File: config.mk
export PLATFORM = sky130hd
export DESIGN_NAME = rect_fill
export DESIGN_NICKNAME = d
export VERILOG_FILES = /design/src/rtl/rect_fill_pkg.sv /design/src/rtl/rect_clip.sv /design/src/rtl/rect_fill.sv
export SDC_FILE = /design/constraint.sdc
export NUM_CORES = 1
export LEC_CHECK = 0
export ABC_CLOCK_PERIOD_IN_PS = 4450
export CAP_MARGIN = 20
export CORE_UTILIZATION = 54
export CTS_CLUSTER_DIAMETER = 30
export DETAILED_ROUTE_END_ITERATION = 8
export GPL_TIMING_DRIVEN = 0
export MAX_ROUTING_LAYER = met4
export PLACE_DENSITY = 0.85
export SETUP_SLACK_MARGIN = 0.4
export SLEW_MARGIN = 10
export SYNTH_ARGS = -nofsm -noshare
export SYNTH_HDL_FRONTEND = slang
export SYNTH_SLANG_ARGS = --single-unit
File: constraint.sdc
create_clock -name clk -period 4.45 [get_ports clk]
set_input_delay 0.445 -clock clk [delete_from_list [all_inputs] [get_ports clk]]
set_output_delay 0.445 -clock clk [all_outputs]
set_load 0.02 [all_outputs]
File: src/rtl/rect_fill_pkg.sv
// rect_fill_pkg: screen geometry, pixel format, FSM encoding and row-base helper
package rect_fill_pkg;
  localparam int H_RES = 640;
  localparam int V_RES = 480;
  localparam int AW = 19;
  localparam int XW = 10;
  localparam int YW = 9;
  typedef struct packed {
    logic [2:0] r;
    logic [2:0] g;
    logic [1:0] b;
  } rgb332_t;
  typedef enum logic [1:0] {IDLE, SETUP, FILL, DONE} state_t;
  function automatic logic [AW-1:0] row_base(input logic [YW-1:0] y);
    logic [AW-1:0] r;
    r = '0;
    for (int i = 0; i < XW; i++) if (H_RES[i]) r = r + (AW'(y) << i);
    return r;
  endfunction
endpackage

File: src/rtl/rect_clip.sv
// rect_clip: clamps the far corner to the screen and flags rectangles with nothing to draw
module rect_clip import rect_fill_pkg::*; (
  input  logic [XW-1:0] x0,
  input  logic [XW-1:0] x1,
  input  logic [YW-1:0] y0,
  input  logic [YW-1:0] y1,
  output logic [XW-1:0] cx1,
  output logic [YW-1:0] cy1,
  output logic          valid
);
  localparam logic [XW-1:0] XMAX = XW'(H_RES - 1);
  localparam logic [YW-1:0] YMAX = YW'(V_RES - 1);
  always_comb begin
    cx1 = x1 > XMAX ? XMAX : x1;
    cy1 = y1 > YMAX ? YMAX : y1;
    valid = x0 <= XMAX && y0 <= YMAX && x0 <= cx1 && y0 <= cy1;
  end
endmodule

File: src/rtl/rect_fill.sv
// rect_fill: fills a clipped rectangle into VRAM in raster order, one pixel per ready cycle
module rect_fill import rect_fill_pkg::*; (
  input  logic          clk,
  input  logic          rst,
  input  logic          cmd_valid,
  output logic          cmd_ready,
  input  logic [XW-1:0] cmd_x0,
  input  logic [XW-1:0] cmd_x1,
  input  logic [YW-1:0] cmd_y0,
  input  logic [YW-1:0] cmd_y1,
  input  logic [7:0]    cmd_color,
  output logic          wr_en,
  output logic [AW-1:0] wr_addr,
  output logic [7:0]    wr_data,
  input  logic          wr_ready,
  output logic          busy,
  output logic          done,
  output logic          err
);
  state_t state, state_n;
  logic [XW-1:0] x0, x1, x, cx1;
  logic [YW-1:0] y0, y1, y, cy1;
  logic [AW-1:0] base, addr;
  rgb332_t color;
  logic valid, bad, fire, row_end, last;
  rect_clip u_clip (.x0(x0), .x1(x1), .y0(y0), .y1(y1), .cx1(cx1), .cy1(cy1), .valid(valid));
  always_comb begin
    fire = state == FILL && wr_ready;
    row_end = x == x1;
    last = row_end && y == y1;
    state_n = state == IDLE  ? (cmd_valid ? SETUP : IDLE) :
              state == SETUP ? (valid ? FILL : DONE) :
              state == FILL  ? (fire && last ? DONE : FILL) : IDLE;
  end
  always_ff @(posedge clk) begin
    if (rst) begin
      state <= IDLE;
      addr <= '0;
      color <= '0;
      bad <= 1'b0;
    end else begin
      state <= state_n;
      if (state == IDLE && cmd_valid) begin
        x0 <= cmd_x0;
        x1 <= cmd_x1;
        y0 <= cmd_y0;
        y1 <= cmd_y1;
        color <= cmd_color;
      end
      if (state == SETUP) bad <= !valid;
      if (state == SETUP && valid) begin
        x1 <= cx1;
        y1 <= cy1;
        x <= x0;
        y <= y0;
        base <= row_base(y0);
        addr <= row_base(y0) + AW'(x0);
      end
      if (fire && !last) begin
        if (row_end) begin
          x <= x0;
          y <= y + 1'b1;
          base <= base + AW'(H_RES);
          addr <= base + AW'(H_RES) + AW'(x0);
        end else begin
          x <= x + 1'b1;
          addr <= addr + 1'b1;
        end
      end
    end
  end
  assign cmd_ready = state == IDLE;
  assign busy = !cmd_ready;
  assign wr_en = state == FILL;
  assign done = state == DONE;
  assign err = done && bad;
  assign wr_addr = addr;
  assign wr_data = color;
endmodule

==> flow_metrics.py <==
metrics = {
    "die": {
        "chipHeight_microns": 118,
        "dieArea_sq_mm": 0.0139,
        "start_util_pct": 55.1,
        "rows": 42,
        "core_area_sq_mm": 0.0132,
        "num_io_pins": 82,
        "die_w_microns": 118,
    },
    "placement": {
        "place.gp.congestion": 0.925,
        "place_ws_ns": 0.0506,
        "io_buffers": 80,
        "hpwlAfterDp_microns": 14200,
        "place_inst": 1037,
    },
    "final_layout": {
        "fillerInstances": 1048,
        "diodes": 0,
        "area_delta_synth_final_pct": 19.4,
        "nNetsFinal": 973,
        "finalNonFillerCells": 1054,
        "drive_gt1_share_pct": 8.43,
    },
    "worst_setup_path": {
        "cp_max_fo": 12,
        "slowest_delay_ns": 0.42,
        "slowest_stage": "edfxtp_1",
        "crit_type": "register to register",
        "crit_path_end_kind": "register",
        "critPathLaunchType": "register",
        "r2r-end": "x1[6]$_DFFE_PP_",
        "crit_required_ns": 4.52,
        "cp_cell_sequence": "inv_1 > nor2_4 > nor2_1 > ha_1 > nand3_1 > nor3_1 > and3_1 > a21oi_1 > nor4_4 > buf_4 > clkbuf_2 > nor2_1 > nor2_4 > buf_8",
        "timing.rr.start": "x1[9]$_DFFE_PP_",
        "r2r_slack_ns": 0.70,
        "arrival_ns": 3.82,
        "r2r_cells": 14,
    },
    "synthesis": {
        "syn-cell-area_sq_mm": 0.00727,
        "synth_top_area_cell": "edfxtp_1",
        "yosys-top-cells-area": "edfxtp_1 (31%), dfxtp_1 (8.3%), ha_1 (8.1%), xnor2_1 (5.3%), nor2_1 (5.1%)",
        "syn_nets": 879,
        "netlist_instances": 779,
        "avgSynthCellArea_sq_um": 9.33,
        "synth_edf_count": 76,
        "yosys.area.top_type_share_pct": 31.4,
        "synth-async-reset-ratio_pct": 0,
        "yosys_most_used_dff": "edfxtp_1",
        "yosysWarnings": 0,
        "synth_cell_types": 74,
        "synth_common_cells": "nor2_1 (98), edfxtp_1 (76), nand2_1 (63)",
        "yosys_register_bits": 106,
        "seq_area_frac_synth_pct": 39.6,
        "synth_most_common_cell": "nor2_1",
    },
    "worst_hold_path": {
        "hold_path_depth": 2,
        "hold_start": "wr_data[0]$_SDFFE_PP0P_",
        "min_to": "wr_data[0]$_SDFFE_PP0P_",
        "worstHoldPathType": "register to register",
    },
    "grt": {
        "overflow": 0,
        "grt_use_total_pct": 29.1,
        "grt_pass1_wl_microns": 31300,
        "first_global_vias": 6249,
        "antenna_found_initial": 0,
        "grt_max_degree": 29,
    },
    "timing": {
        "slew_headroom_pct": 27.2,
        "setup_tns_ns": 0,
        "period_needed_ns": 3.75,
        "worst_pin_slew_ns": 1.09,
        "clock_skew_ns": 0.0121,
        "fmax_mhz": 267,
        "setup_violations": 0,
        "finalHoldViolCount": 0,
        "fin_crit_sh_pct": 84.2,
        "setup_slack_ns": 0.705,
        "drv_slew": 0,
        "rsz0062_at_grt": "no",
    },
    "pwr": {
        "power.total_mw": 2.60,
        "swShare_pct": 28.3,
        "intPower_mw": 1.86,
        "p_leak_nw": 3.10,
        "power_density_mw_per_mm2": 299,
        "clkPwrFrac_pct": 34.4,
        "ir_drop_v": 0.000214,
        "power_frac_comb_pct": 20.1,
        "sequentialPowerShare_pct": 45.5,
        "power.switching_uw": 735,
    },
    "detailed_routing": {
        "drt_iter0_drc": 649,
        "vias_per_cell": 6.08,
        "final_antenna_net_count": 0,
        "firstDrtPassIters": 5,
        "vias": 6404,
        "wl_microns": 19100,
        "wl_per_cell_microns": 18.1,
        "drc": 0,
    },
    "outcome": {
        "outcome": "complete, no violations",
    },
    "cts": {
        "clk_path_buf_depth": 2,
        "clk_latency_ns": 0.36,
        "tritoncts.num_buffers": 9,
        "cts_tree": "done",
        "clock-sinks": 106,
        "holdBufCountCts": 0,
        "htreeDepth": 3,
        "cts-root-buf": "clkbuf_16",
        "clk_pin_slew_worst_paths_ns": 0.08,
    },
    "flow_run": {
        "max-cap-violations": 0,
    },
}
==> layer usage <==
layer	wire (microns)	track usage, %	vias to the layer above	share of wire, %
li1	-	-	3021	-
met1	8260	37.7	2994	43
met2	8620	44.5	338	45
met3	1600	4.94	51	8.4
met4	601	13.8	0	3.2
met5	0	-	-	0
==> placed cells by master (no fill, tap or decap), types with 20 or more instances in the layout <==
cell type / instances
nor2_1: 94
clkdlybuf4s50_1: 80
edfxtp_1: 76
nand2_1: 63
a21oi_1: 59
ha_1: 47
xnor2_1: 44
xor2_1: 34
nand3_1: 33
o21ai_0: 33
dfxtp_1: 30
inv_1: 26
nor3_1: 20
==> state kept, by name, indices dropped and copies added (netlist names) <==
register and count:
wr_addr 19, y 9, x0 10, y1 9, bad 1, x1 10
wr_data 8, base 19, y0 9, state 2, x 10
==> per-stage QoR <==
stage | util [%] | hold WS [ns] | instance area, sq um
after floorplan | - | 0.449 | 7270
after global placement | 62.9 | 0.441 | 8290
after detailed placement | 63.1 | 0.449 | 8330
after CTS | 65.7 | 0.458 | 8670
after global routing | 65.8 | 0.484 | 8680
final | 65.8 | 0.459 | 8680
==> critical path, delay by kind of cell, from the launching register on <==
| kind | cells | cell delay, ns |
|---|---|---|
| fa+ha+maj | 1 | 0.30 |
| compound gates | 1 | 0.08 |
| buf+inv | 4 | 0.93 |
| simple gates | 8 | 1.70 |
| flops | 1 | 0.42 |
==> logic make-up (layout without fill, tap and decap cells) <==
group           count (synthesis)  after routing  synth area share (%)
flops                         106            106                  39.6
compound gates                167            167                  14.9
buf+inv                        57            156                  3.39
fa+ha+maj                      50             50                  8.91
mux                            28             28                  4.03
xor+xnor                       79             79                  9.62
simple gates                  292            292                  19.5
==> worst max-delay path by stage <==
stage | to | start | slack [ns] | depth (start not counted)
floorplan | x1[0]$_DFFE_PP_ | x1[9]$_DFFE_PP_ | 0.55 | 13
detailed placement | x1[3]$_DFFE_PP_ | x1[9]$_DFFE_PP_ | 0.05 | 14
CTS | x1[4]$_DFFE_PP_ | x1[9]$_DFFE_PP_ | 0.47 | 14
finish | x1[6]$_DFFE_PP_ | x1[9]$_DFFE_PP_ | 0.70 | 14
global placement | x1[4]$_DFFE_PP_ | y1[7]$_DFFE_PP_ | -0.62 | 13
global route | y1[4]$_DFFE_PP_ | y1[7]$_DFFE_PP_ | 0.40 | 14
==> cell type report <==
class	instances	area (sq um)	share of cell area, %
clock inverter	7	100	1.15
timing repair buffer	83	838	9.65
sequential	106	2880	33.2
buffer	30	149	1.71
tap	176	220	2.54
multi-input combinational	616	4170	48.0
clock buffer	9	225	2.59
inverter	27	101	1.17
==> power by group through the flow <==
stage / combinational (mW) / sequential (mW) / clock, mW
2_1_floorplan: 0.336 / 1.20 / 0
3_3_place_gp: 0.490 / 1.20 / 0
3_5_place_dp: 0.508 / 1.20 / 0
4_1_cts: 0.516 / 1.18 / 0.890
5_1_grt: 0.573 / 1.19 / 0.929
6_report: 0.523 / 1.18 / 0.892
==> what timing repair did <==
item / CTS / global route
setup buffers: 0 / 1
gates resized for setup: 4 / 4
setup endpoints to repair: 29 / 39
pin swaps: 0 / 1
No activity file was read; power rests on OpenSTA's default activity.
